==> config.mk <==
export PLATFORM = sky130hd
export DESIGN_NAME = key_board_controller_flat
export DESIGN_NICKNAME = d
export VERILOG_FILES = /design/src/rtl/kbd_pkg.sv /design/src/rtl/key_board_controller_if.sv /design/src/rtl/ps2_rx.sv /design/src/rtl/key_board_controller.sv /design/src/flat_wrapper.sv
export SDC_FILE = /design/constraint.sdc
export NUM_CORES = 1
export LEC_CHECK = 0
export ABC_AREA = 1
export CAP_MARGIN = 20
export CORE_MARGIN = 1.5
export CORE_UTILIZATION = 25
export DETAILED_ROUTE_END_ITERATION = 8
export DONT_BUFFER_PORTS = 1
export GPL_TIMING_DRIVEN = 1
export SYNTH_ARGS = -nofsm -noshare
export SYNTH_HDL_FRONTEND = slang
export SYNTH_SLANG_ARGS = --single-unit
==> constraint.sdc <==
create_clock -name clk_in -period 1.7 [get_ports clk_in]
set_input_delay 0.085 -clock clk_in [delete_from_list [all_inputs] [get_ports clk_in]]
set_output_delay 0.085 -clock clk_in [all_outputs]
set_load 0.005 [all_outputs]
==> src/rtl/kbd_pkg.sv <==
// -----------------------------------------------------------------------------
// kbd_pkg
// Shared definitions for the PS/2 keyboard controller:
//   - PS/2 set-2 scan-code constants (prefixes, command keys, digit keys)
//   - rx_state_t: receiver state, also exported for debug observation
//   - digit_lookup(): maps a digit make code to {hit, value}
// -----------------------------------------------------------------------------
package kbd_pkg;

    localparam logic [7:0] CODE_BREAK = 8'hF0;
    localparam logic [7:0] CODE_EXT   = 8'hE0;

    localparam logic [7:0] KEY_G      = 8'h34;
    localparam logic [7:0] KEY_P      = 8'h4D;
    localparam logic [7:0] KEY_C      = 8'h21;
    localparam logic [7:0] KEY_M      = 8'h3A;
    localparam logic [7:0] KEY_A      = 8'h1C;
    localparam logic [7:0] KEY_W      = 8'h1D;
    localparam logic [7:0] KEY_S      = 8'h1B;
    localparam logic [7:0] KEY_D      = 8'h23;
    localparam logic [7:0] KEY_SPACE  = 8'h29;

    localparam logic [7:0] DIGIT_0    = 8'h45;
    localparam logic [7:0] DIGIT_1    = 8'h16;
    localparam logic [7:0] DIGIT_2    = 8'h1E;
    localparam logic [7:0] DIGIT_3    = 8'h26;
    localparam logic [7:0] DIGIT_4    = 8'h25;
    localparam logic [7:0] DIGIT_5    = 8'h2E;
    localparam logic [7:0] DIGIT_6    = 8'h36;
    localparam logic [7:0] DIGIT_7    = 8'h3D;
    localparam logic [7:0] DIGIT_8    = 8'h3E;
    localparam logic [7:0] DIGIT_9    = 8'h46;

    typedef enum logic [1:0] {
        RX_IDLE   = 2'd0,
        RX_DATA   = 2'd1,
        RX_PARITY = 2'd2,
        RX_STOP   = 2'd3
    } rx_state_t;

    // Returns {1'b1, value} for a digit make code, 5'd0 otherwise.
    function automatic logic [4:0] digit_lookup(input logic [7:0] code);
        case (code)
            DIGIT_0: return {1'b1, 4'd0};
            DIGIT_1: return {1'b1, 4'd1};
            DIGIT_2: return {1'b1, 4'd2};
            DIGIT_3: return {1'b1, 4'd3};
            DIGIT_4: return {1'b1, 4'd4};
            DIGIT_5: return {1'b1, 4'd5};
            DIGIT_6: return {1'b1, 4'd6};
            DIGIT_7: return {1'b1, 4'd7};
            DIGIT_8: return {1'b1, 4'd8};
            DIGIT_9: return {1'b1, 4'd9};
            default: return 5'd0;
        endcase
    endfunction

endpackage

==> src/rtl/key_board_controller_if.sv <==
// -----------------------------------------------------------------------------
// key_board_controller_if
// Bundles the keyboard-side PS/2 lines and the decoded command outputs.
//   ps2_clock, ps2_data : raw asynchronous PS/2 lines (keyboard -> controller)
//   start/pause/clear/modify : one-cycle command pulses
//   setting[3:0]        : one-hot one-cycle pulse (A, W, S, D)
//   manual              : level, toggled by M
//   file_id[15:0]       : level, last digit key value
//   rx_state            : receiver state, for debug observation
// Modports: slave = controller side, master = keyboard/environment side.
// -----------------------------------------------------------------------------
interface key_board_controller_if;
    import kbd_pkg::*;

    logic        ps2_clock;
    logic        ps2_data;
    logic        start;
    logic        pause;
    logic        clear;
    logic        manual;
    logic [3:0]  setting;
    logic        modify;
    logic [15:0] file_id;
    rx_state_t   rx_state;

    modport slave (
        input  ps2_clock, ps2_data,
        output start, pause, clear, manual, setting, modify, file_id, rx_state
    );

    modport master (
        output ps2_clock, ps2_data,
        input  start, pause, clear, manual, setting, modify, file_id, rx_state
    );

endinterface

==> src/rtl/ps2_rx.sv <==
// -----------------------------------------------------------------------------
// ps2_rx
// PS/2 frame receiver: two-flop synchronizers, falling-edge detect on the
// synchronized clock, 11-bit frame capture (start, 8 data LSB first, odd
// parity, stop), inactivity timeout and the code-valid strobe.
// Optional feature macro: KBD_PARITY_CHECK_EN (discard frames with bad parity;
// when undefined the parity bit is consumed and ignored).
// Ports:
//   clk_in, reset        : system clock, synchronous active-high reset
//   ps2_clock, ps2_data  : asynchronous PS/2 lines
//   code_valid, code     : received-code strobe and byte
//   state                : receiver state (debug)
// code_valid is a one-cycle strobe with no back-pressure: the consumer must
// take code in the cycle code_valid is high; code is held until the next frame.
// -----------------------------------------------------------------------------
module ps2_rx
    import kbd_pkg::*;
#(
    parameter int TIMEOUT_CYCLES = 50000
) (
    input  logic       clk_in,
    input  logic       reset,
    input  logic       ps2_clock,
    input  logic       ps2_data,
    output logic       code_valid,
    output logic [7:0] code,
    output rx_state_t  state
);

    localparam int TW = $clog2(TIMEOUT_CYCLES + 1);

    logic [1:0]    clk_sync;
    logic [1:0]    data_sync;
    logic          clk_prev;
    logic          fall;
    logic          bit_in;
    logic          frame_ok;
    logic [2:0]    bit_cnt;
    logic [7:0]    shift;
    logic [TW-1:0] idle_cnt;

    assign fall   = clk_prev & ~clk_sync[1];
    assign bit_in = data_sync[1];

`ifdef KBD_PARITY_CHECK_EN
    logic parity_bit;
    // Odd parity: data plus parity bit must hold an odd number of ones.
    assign frame_ok = bit_in & (^{shift, parity_bit});
`else
    assign frame_ok = bit_in;
`endif

    always_ff @(posedge clk_in) begin
        if (reset) begin
            // Lines idle high, so preload the synchronizers high to avoid a
            // false falling edge right after reset.
            clk_sync   <= 2'b11;
            data_sync  <= 2'b11;
            clk_prev   <= 1'b1;
            state      <= RX_IDLE;
            bit_cnt    <= 3'd0;
            shift      <= 8'd0;
            idle_cnt   <= '0;
            code_valid <= 1'b0;
            code       <= 8'd0;
`ifdef KBD_PARITY_CHECK_EN
            parity_bit <= 1'b0;
`endif
        end else begin
            clk_sync   <= {clk_sync[0], ps2_clock};
            data_sync  <= {data_sync[0], ps2_data};
            clk_prev   <= clk_sync[1];
            code_valid <= 1'b0;

            if (state == RX_IDLE || fall) begin
                idle_cnt <= '0;
            end else begin
                idle_cnt <= idle_cnt + TW'(1);
            end

            if (state != RX_IDLE && !fall && idle_cnt == TW'(TIMEOUT_CYCLES - 1)) begin
                // Keyboard went quiet mid-frame: drop the partial frame.
                state <= RX_IDLE;
            end else if (fall) begin
                case (state)
                    RX_IDLE: begin
                        // A start bit sampled as 1 is noise; stay idle.
                        if (!bit_in) begin
                            state   <= RX_DATA;
                            bit_cnt <= 3'd0;
                        end
                    end
                    RX_DATA: begin
                        shift   <= {bit_in, shift[7:1]};
                        bit_cnt <= bit_cnt + 3'd1;
                        if (bit_cnt == 3'd7) begin
                            state <= RX_PARITY;
                        end
                    end
                    RX_PARITY: begin
`ifdef KBD_PARITY_CHECK_EN
                        parity_bit <= bit_in;
`endif
                        state <= RX_STOP;
                    end
                    RX_STOP: begin
                        state <= RX_IDLE;
                        if (frame_ok) begin
                            code_valid <= 1'b1;
                            code       <= shift;
                        end
                    end
                    default: state <= RX_IDLE;
                endcase
            end
        end
    end

endmodule

==> src/rtl/key_board_controller.sv <==
// -----------------------------------------------------------------------------
// key_board_controller
// PS/2 keyboard command decoder. Receives scan codes through ps2_rx, tracks the
// break (F0) and extended (E0) prefixes, and turns make codes into registered
// command pulses and levels.
// Optional feature macro: KBD_PARITY_CHECK_EN (handled inside ps2_rx).
// Ports:
//   clk_in, reset : system clock, synchronous active-high reset
//   bus           : key_board_controller_if.slave (PS/2 lines in, commands out)
// Parameter TIMEOUT_CYCLES: clk_in cycles of PS/2 clock inactivity before a
// partial frame is dropped.
// -----------------------------------------------------------------------------
module key_board_controller
    import kbd_pkg::*;
#(
    parameter int TIMEOUT_CYCLES = 50000
) (
    input  logic                   clk_in,
    input  logic                   reset,
    key_board_controller_if.slave  bus
);

    logic       code_valid;
    logic [7:0] code;
    logic       brk_pending;
    logic       ext_pending;
    logic [4:0] digit;

    ps2_rx #(
        .TIMEOUT_CYCLES (TIMEOUT_CYCLES)
    ) u_rx (
        .clk_in     (clk_in),
        .reset      (reset),
        .ps2_clock  (bus.ps2_clock),
        .ps2_data   (bus.ps2_data),
        .code_valid (code_valid),
        .code       (code),
        .state      (bus.rx_state)
    );

    assign digit = digit_lookup(code);

    always_ff @(posedge clk_in) begin
        if (reset) begin
            bus.start   <= 1'b0;
            bus.pause   <= 1'b0;
            bus.clear   <= 1'b0;
            bus.manual  <= 1'b0;
            bus.setting <= 4'd0;
            bus.modify  <= 1'b0;
            bus.file_id <= 16'd0;
            brk_pending <= 1'b0;
            ext_pending <= 1'b0;
        end else begin
            bus.start   <= 1'b0;
            bus.pause   <= 1'b0;
            bus.clear   <= 1'b0;
            bus.setting <= 4'd0;
            bus.modify  <= 1'b0;

            if (code_valid) begin
                if (ext_pending) begin
                    // Extended key: swallow an optional F0 and the key code.
                    if (code != CODE_BREAK) begin
                        ext_pending <= 1'b0;
                    end
                end else if (brk_pending) begin
                    brk_pending <= 1'b0;
                end else if (code == CODE_BREAK) begin
                    brk_pending <= 1'b1;
                end else if (code == CODE_EXT) begin
                    ext_pending <= 1'b1;
                end else begin
                    // Only one code per strobe, so at most one pulse fires.
                    case (code)
                        KEY_G:     bus.start   <= 1'b1;
                        KEY_P:     bus.pause   <= 1'b1;
                        KEY_C:     bus.clear   <= 1'b1;
                        KEY_M:     bus.manual  <= ~bus.manual;
                        KEY_A:     bus.setting <= 4'b0001;
                        KEY_W:     bus.setting <= 4'b0010;
                        KEY_S:     bus.setting <= 4'b0100;
                        KEY_D:     bus.setting <= 4'b1000;
                        KEY_SPACE: bus.modify  <= 1'b1;
                        default: begin
                            if (digit[4]) begin
                                bus.file_id <= {12'd0, digit[3:0]};
                            end
                        end
                    endcase
                end
            end
        end
    end

endmodule

==> src/flat_wrapper.sv <==
// flat-port wrapper written by rule: the top's interface ports become plain ports
module key_board_controller_flat import kbd_pkg::*;
#(
    parameter int TIMEOUT_CYCLES = 50000
)
  (clk_in, reset, bus_ps2_clock, bus_ps2_data, bus_start, bus_pause, bus_clear, bus_manual, bus_setting, bus_modify, bus_file_id, bus_rx_state);
  key_board_controller_if bus_i ();
  input  logic clk_in;
  input  logic reset;
  input wire logic [$bits(bus_i.ps2_clock)-1:0] bus_ps2_clock;
  input wire logic [$bits(bus_i.ps2_data)-1:0] bus_ps2_data;
  output wire logic [$bits(bus_i.start)-1:0] bus_start;
  output wire logic [$bits(bus_i.pause)-1:0] bus_pause;
  output wire logic [$bits(bus_i.clear)-1:0] bus_clear;
  output wire logic [$bits(bus_i.manual)-1:0] bus_manual;
  output wire logic [$bits(bus_i.setting)-1:0] bus_setting;
  output wire logic [$bits(bus_i.modify)-1:0] bus_modify;
  output wire logic [$bits(bus_i.file_id)-1:0] bus_file_id;
  output wire logic [$bits(bus_i.rx_state)-1:0] bus_rx_state;
  assign bus_i.ps2_clock = bus_ps2_clock;
  assign bus_i.ps2_data = bus_ps2_data;
  assign bus_start = bus_i.start;
  assign bus_pause = bus_i.pause;
  assign bus_clear = bus_i.clear;
  assign bus_manual = bus_i.manual;
  assign bus_setting = bus_i.setting;
  assign bus_modify = bus_i.modify;
  assign bus_file_id = bus_i.file_id;
  assign bus_rx_state = bus_i.rx_state;
  key_board_controller #(.TIMEOUT_CYCLES(TIMEOUT_CYCLES)) u_core (.clk_in(clk_in), .reset(reset), .bus(bus_i));
endmodule
==> results of run 1 <==
flip-flops by register name, indices dropped and copies added (netlist names), 2 cells and up:
register and flops:
u_core.u_rx.idle_cnt 16, u_core.u_rx.code 8, u_core.u_rx.shift 8, u_core.bus.file_id 4, u_core.bus.setting 4, u_core.u_rx.bit_cnt 3
u_core.u_rx.clk_sync 2, u_core.u_rx.data_sync 2, u_core.u_rx.state 2
Yosys cell counts, drive strengths merged, types with 4 or more instances:
master  count  share of area
nand2      89           0.13
dfxtp      58           0.43
nor2       51          0.087
a21oi      40          0.080
inv        37          0.051
nand3      21          0.041
o21ai      20          0.037
buf        14          0.037
nor3        9          0.020
ha          7          0.032
nand4       6          0.014
clkbuf      4         0.0056
or2         4         0.0093
worst max-delay path: cells and delay by family (launching register included):
| family | cells | cell delay, ns |
|---|---|---|
| and+or+nand+nor | 2 | 0.27 |
| adders and majority gates | 1 | 0.23 |
| AOI/OAI and AO/OA | 2 | 0.28 |
| DFF | 1 | 0.35 |
| buffers and inverters | 3 | 0.35 |
cells by family (layout without fill, tap and decap cells):
logic type               count (synthesis)  after routing
adder cells (fa/ha/maj)                  7              7
AND/OR/NAND/NOR                        184            184
XOR/XNOR                                 1              1
buffers and inverters                   56             62
other                                    1             12
flip-flops                              58             58
AO/OA/AOI/OAI                           62             62
per-layer routing:
metal / track usage / wire (um)
met5: 0 / 0
met4: 0.0371 / 97
met3: 0.0462 / 261
met2: 0.162 / 2380
met1: 0.113 / 2430
power breakdown:
part	leakage [nW]	total (mW)	switching (mW)	internal, mW
logic	0.561	0.0478	0.0327	0.0151
clock network	0.106	1.29	0.501	0.787
registers	0.468	1.37	0.00203	1.36
stage by stage:
step                instance area, sq um  total power [mW]
floorplan                           2740              1.45
global placement                    2840              1.43
detailed placement                  2840              1.43
CTS                                 3070              2.74
global route                        3090              2.83
finish                              3090              2.70
layout by cell type (no fill, tap or decap), drive strengths merged:
master | synthesis | layout
nand2 | 89 | 89
dfxtp | 58 | 58
nor2 | 51 | 51
a21oi | 40 | 40
inv | 37 | 37
nand3 | 21 | 21
o21ai | 20 | 20
clkbuf | 4 | 13
conb | 1 | 12
nor3 | 9 | 9
ha | 7 | 7
nand4 | 6 | 6
buf | 14 | 6
or2 | 4 | 4
dlygate4sd3 | 0 | 3
and2 | 2 | 2
nor4 | 2 | 2
o21bai | 1 | 1
clkinvlp | 0 | 1
o21a | 1 | 1
xor2 | 1 | 1
bufinv | 0 | 1
clkinv | 1 | 1
path summary, 6_finish.rpt:
check | to | slack, ns | depth (start not counted)
worst min register to register | u_core.u_rx.clk_sync[1]$_SDFF_PP1_ | 0.41 | 1
worst max register to register | u_core.u_rx.idle_cnt[9]$_SDFF_PP0_ | 0.17 | 8
worst max-delay path | u_core.u_rx.idle_cnt[9]$_SDFF_PP0_ | 0.17 | 8
worst min-delay path | u_core.u_rx.idle_cnt[14]$_SDFF_PP0_ | 0.03 | 3
what timing repair did:
action                                  CTS  global route
hold buffers                              3             0
gates resized for setup                   0             4
hold endpoints to repair                 20             0
endpoints found under the setup margin    0             3
cell type report:
class	instances	share of cell area
Inverter	38	0.0474
Clock inverter	2	0.0113
Clock buffer	13	0.0547
Multi-Input combinational cell	266	0.431
Tap cell	136	0.0551
Timing Repair Buffer	9	0.0243
Sequential cell	58	0.376
==> flow_summary.yaml, run 1 <==
yosys:
  synth_fa_ha_area_frac: 0.0325
  ys_types: 31
  ys_warn_count: 0
  synth_seq_cells: 58
  synth_cells: 369
  synth.avg_cell_area_sq_um: 7.31
  synth_top_family_by_area: "simple AND/OR/NAND/NOR gates"
  synthSimpleGateAreaFrac: 0.315
  yosysSeqAreaShare: 0.430
  synth_xor_area_frac: 0.00325
  async_flop_share: 0
  synthMuxAreaShare: 0
  syn-cell-area_sq_um: 2700
  synth_compound_area_frac: 0.122
  ys.flop_type: "dfxtp_1"
  synth_edf_count: 0
clocking:
  cts_tree: "built"
  root_buffer: "clkbuf_8"
  clockBufferDepth: 2
  htreeDepth: 3
  numClockSinks: 58
  path_clk_slew_ns: 0.06
  post_cts_buffers: 0
  numCtsBuffers: 9
  insertion_delay_ns: 0.33
finish:
  diodes: 0
  area_delta_synth_final_pct: 14.4
  fin_cells: 522
  nets: 393
  post-route-util: 0.296
  nFillCells: 1115
  multi_input_area_sq_um: 1330
  drive_gt1_frac: 0.161
  seqCellArea_sq_um: 1160
worst_setup_path:
  cpMostUsedCell: "inv_1"
  rr_startpoint: "u_core.u_rx.state[0]$_SDFFE_PP0P_"
  crit_arrival_ns: 1.81
  cpPeakStageDelay_ns: 0.35
  setup.worst_path.start_class: "flop"
  end_kind: "flop"
  crit_start: "u_core.u_rx.state[0]$_SDFFE_PP0P_"
  crit_chain: "inv_1 -> ha_1 -> nor2_1 -> inv_1 -> nor2_4 -> clkinvlp_4 -> a21oi_1 -> o21a_1"
  cp.required_ns: 1.98
  slowest_stage: "dfxtp_1"
  cp_max_fo: 9
  crit_type: "flop to flop"
floorplanning:
  io_pins: 31
  die_area_sq_um: 11400
  die_x_um: 107
  rows: 37
  coreArea_sq_um: 10400
  dieHeight_um: 107
  initial_utilization: 0.259
detailed_routing:
  remaining_drc_errors: 0
  routed_wl_um: 5160
  drt-initial-drc-count: 95
  route.detailed.wl_per_inst_um: 9.89
  detail_route.first_pass.iterations: 4
  ant_nets: 0
  avgViaCountPerCell: 4.26
  num_vias: 2222
grt:
  grt_pass1_vias: 2126
  grt_max_degree: 21
  grt_pass1_wl_um: 9130
  track_usage: 0.0994
  overflow: 0
  antenna_found_initial: 0
placed_design:
  placedCellCount: 504
  hpwlAfterDp_um: 3830
  io_buffers: 0
  globalplace.congestion: 0.782
  place_ws_ns: 0.104
worst_hold_path:
  hold_class: "primary input to flop"
  min_from: "reset"
job:
  maxCapViolCount: 0
sta:
  post-route-period-util: 0.900
  hold_violations: 0
  max_slew_margin: 0.466
  timing.fmax_mhz: 654
  worst_pin_slew_ns: 0.798
  maxSlewViolCount: 0
  tns_ns: 0
  finalCriticalPeriod_ns: 1.53
  finClkSkew_ns: 0.00944
  setup_violations: 0
  postLayoutSetupSlackWorst_ns: 0.170
  rsz0062_at_grt: "no"
  hold_slack_ns: 0.0264
run_status:
  outcome: "finished clean"
power_and_ir_drop:
  leakagePower_nw: 1.13
  power_density_nw_per_um2: 875
  irDropWorstVdd_mv: 0.301
Note: power is estimated with default switching activity, not from simulation.
==> inputs of run 2 (changes only) <==
Settings changed: CAP_MARGIN 20 to not set, CTS_BUF_LIST set to sky130_fd_sc_hd__clkbuf_8, PLACE_DENSITY set to 0.42.
==> run 2 against run 1 <==
Compared with the run above: sequential power barely moved; sequential share of layout area rose by 0.43 points; clock power fell by 13%; cell count fell by 0.38%; worst setup slack improved by 0.029 ns; core utilization fell by 0.34 points; maximum frequency rose by 1.9%; critical path type unchanged; largest cell class unchanged.
==> flow_summary.yaml, run 2 (synthesis gave the netlist of run 1 again) <==
worst_hold_path:
  holdPathEnd: "u_core.u_rx.clk_prev$_SDFF_PP1_"
  min_from: "reset"
  hold_class: "primary input to flop"
  min_path_cells: 2
grt:
  grt_pass1_vias: 2129
  antenna_found_initial: 0
  track_usage: 0.108
  grt_pass1_wl_um: 9650
  grt_max_degree: 22
  overflow: 0
finish:
  drive_gt1_frac: 0.156
  layout_commonest_cell: "nand2_1"
  diodes: 0
  area_delta_synth_final_pct: 13.1
  layout_common_cells: "nand2_1, dfxtp_1, nor2_1, a21oi_1, inv_1"
  largest_register_ffs: 16
  largestRegisters: "u_core.u_rx.idle_cnt x16, u_core.u_rx.code x8, u_core.u_rx.shift x8"
  post-route-util: 0.293
  regMostFlops: "u_core.u_rx.idle_cnt"
  fin_cells: 520
  multi_input_area_sq_um: 1330
  nFillCells: 1163
  seqCellArea_sq_um: 1160
  nets: 394
  design_area_sq_um: 3050
detailed_routing:
  remaining_drc_errors: 0
  detail_route.first_pass.iterations: 4
  num_vias: 2221
  ant_nets: 0
  avgViaCountPerCell: 4.27
  routed_wl_um: 5410
  route.detailed.wl_per_inst_um: 10.4
  drt-initial-drc-count: 86
clocking:
  post_cts_buffers: 0
  root_buffer: "clkbuf_8"
  path_clk_slew_ns: 0.06
  cts_tree: "built"
  numCtsBuffers: 9
  clockBufferDepth: 2
  numClockSinks: 58
  htreeDepth: 3
  insertion_delay_ns: 0.34
worst_setup_path:
  crit_type: "flop to flop"
  cp_max_fo: 6
  reg2regPathDepth: 8
  rr_startpoint: "u_core.u_rx.state[0]$_SDFFE_PP0P_"
  setup.worst_path.start_class: "flop"
  end_kind: "flop"
  cp.required_ns: 1.96
  r2r_slack_ns: 0.20
  r2r-end: "u_core.u_rx.idle_cnt[2]$_SDFF_PP0_"
  crit_arrival_ns: 1.76
run_status:
  outcome: "finished clean"
placed_design:
  io_buffers: 0
  postPlaceCellArea_sq_um: 2850
  place_ws_ns: 0.135
  hpwlAfterDp_um: 4040
  globalplace.congestion: 0.776
  placedCellCount: 505
floorplanning:
  coreArea_sq_um: 10400
  rows: 37
  die_x_um: 107
  initial_utilization: 0.259
  io_pins: 31
  dieHeight_um: 107
  die_area_sq_um: 11400
power_and_ir_drop:
  finalPower_mw: 2.54
  power_density_nw_per_um2: 830
  leakagePower_nw: 1.12
  irDropWorstVdd_mv: 0.393
job:
  maxCapViolCount: 0
sta:
  postLayoutSetupSlackWorst_ns: 0.199
  setup_violations: 0
  hold_slack_ns: 0.0266
  rsz0062_at_grt: "no"
  max_slew_margin: 0.375
  finClkSkew_ns: 0.00791
  finalCriticalPeriod_ns: 1.50
  timing.fmax_mhz: 666
  tns_ns: 0
  maxSlewViolCount: 0
  hold_violations: 0
  post-route-period-util: 0.883
  worst_pin_slew_ns: 0.935
==> run 2: routing by layer <==
layer | up-vias | global-route usage | share of wire
li1 | 1189 | - | -
met2 | 43 | 0.179 | 0.46
met4 | 0 | 0.0514 | 0.021
met1 | 978 | 0.122 | 0.47
met3 | 11 | 0.0432 | 0.054
met5 | - | 0 | 0
==> run 2: worst max-delay path by stage <==
stage	start	endpoint	slack (ns)	cells past startpoint
2_1_floorplan	u_core.u_rx.state[0]$_SDFFE_PP0P_	u_core.u_rx.idle_cnt[9]$_SDFF_PP0_	0.18	8
5_1_grt	u_core.u_rx.idle_cnt[0]$_SDFF_PP0_	u_core.u_rx.idle_cnt[14]$_SDFF_PP0_	0.01	10
4_1_cts	u_core.u_rx.idle_cnt[0]$_SDFF_PP0_	u_core.u_rx.idle_cnt[14]$_SDFF_PP0_	0.12	9
3_5_place_dp	u_core.u_rx.idle_cnt[0]$_SDFF_PP0_	u_core.u_rx.idle_cnt[14]$_SDFF_PP0_	0.13	9
3_3_place_gp	u_core.u_rx.idle_cnt[0]$_SDFF_PP0_	u_core.u_rx.idle_cnt[14]$_SDFF_PP0_	0.18	10
6_report	u_core.u_rx.state[0]$_SDFFE_PP0P_	u_core.u_rx.idle_cnt[2]$_SDFF_PP0_	0.20	8
==> run 2: where the power goes <==
| part | total (mW) | switching [mW] | internal (mW) |
|---|---|---|---|
| clock | 1.12 | 0.503 | 0.615 |
| combinational | 0.0497 | 0.0345 | 0.0152 |
| sequential | 1.37 | 0.00187 | 1.36 |
| total | 2.54 | 0.540 | 2.00 |
==> run 2: critical path: stages, from the launching register on <==
cell and delay (ns):
dfxtp_1 0.33, inv_1 0.06, ha_1 0.23, nor2_1 0.16, inv_1 0.09, nor2_4 0.09
clkinv_1 0.15, buf_4 0.19, nor3_1 0.11
==> run 2: what timing repair did <==
| item | 4_1_cts | 5_1_grt |
|---|---|---|
| hold endpoints to repair | 22 | 0 |
| gates resized for setup | 0 | 3 |
| hold buffers | 3 | 0 |
| setup endpoints to repair | 0 | 2 |
==> run 2: area by class of cell <==
type | instances | area share
multi-input cells | 266 | 0.436
flip-flops and latches | 58 | 0.380
well taps | 136 | 0.0557
clock buffers | 12 | 0.0541
inverters | 38 | 0.0467
repair buffers | 10 | 0.0270
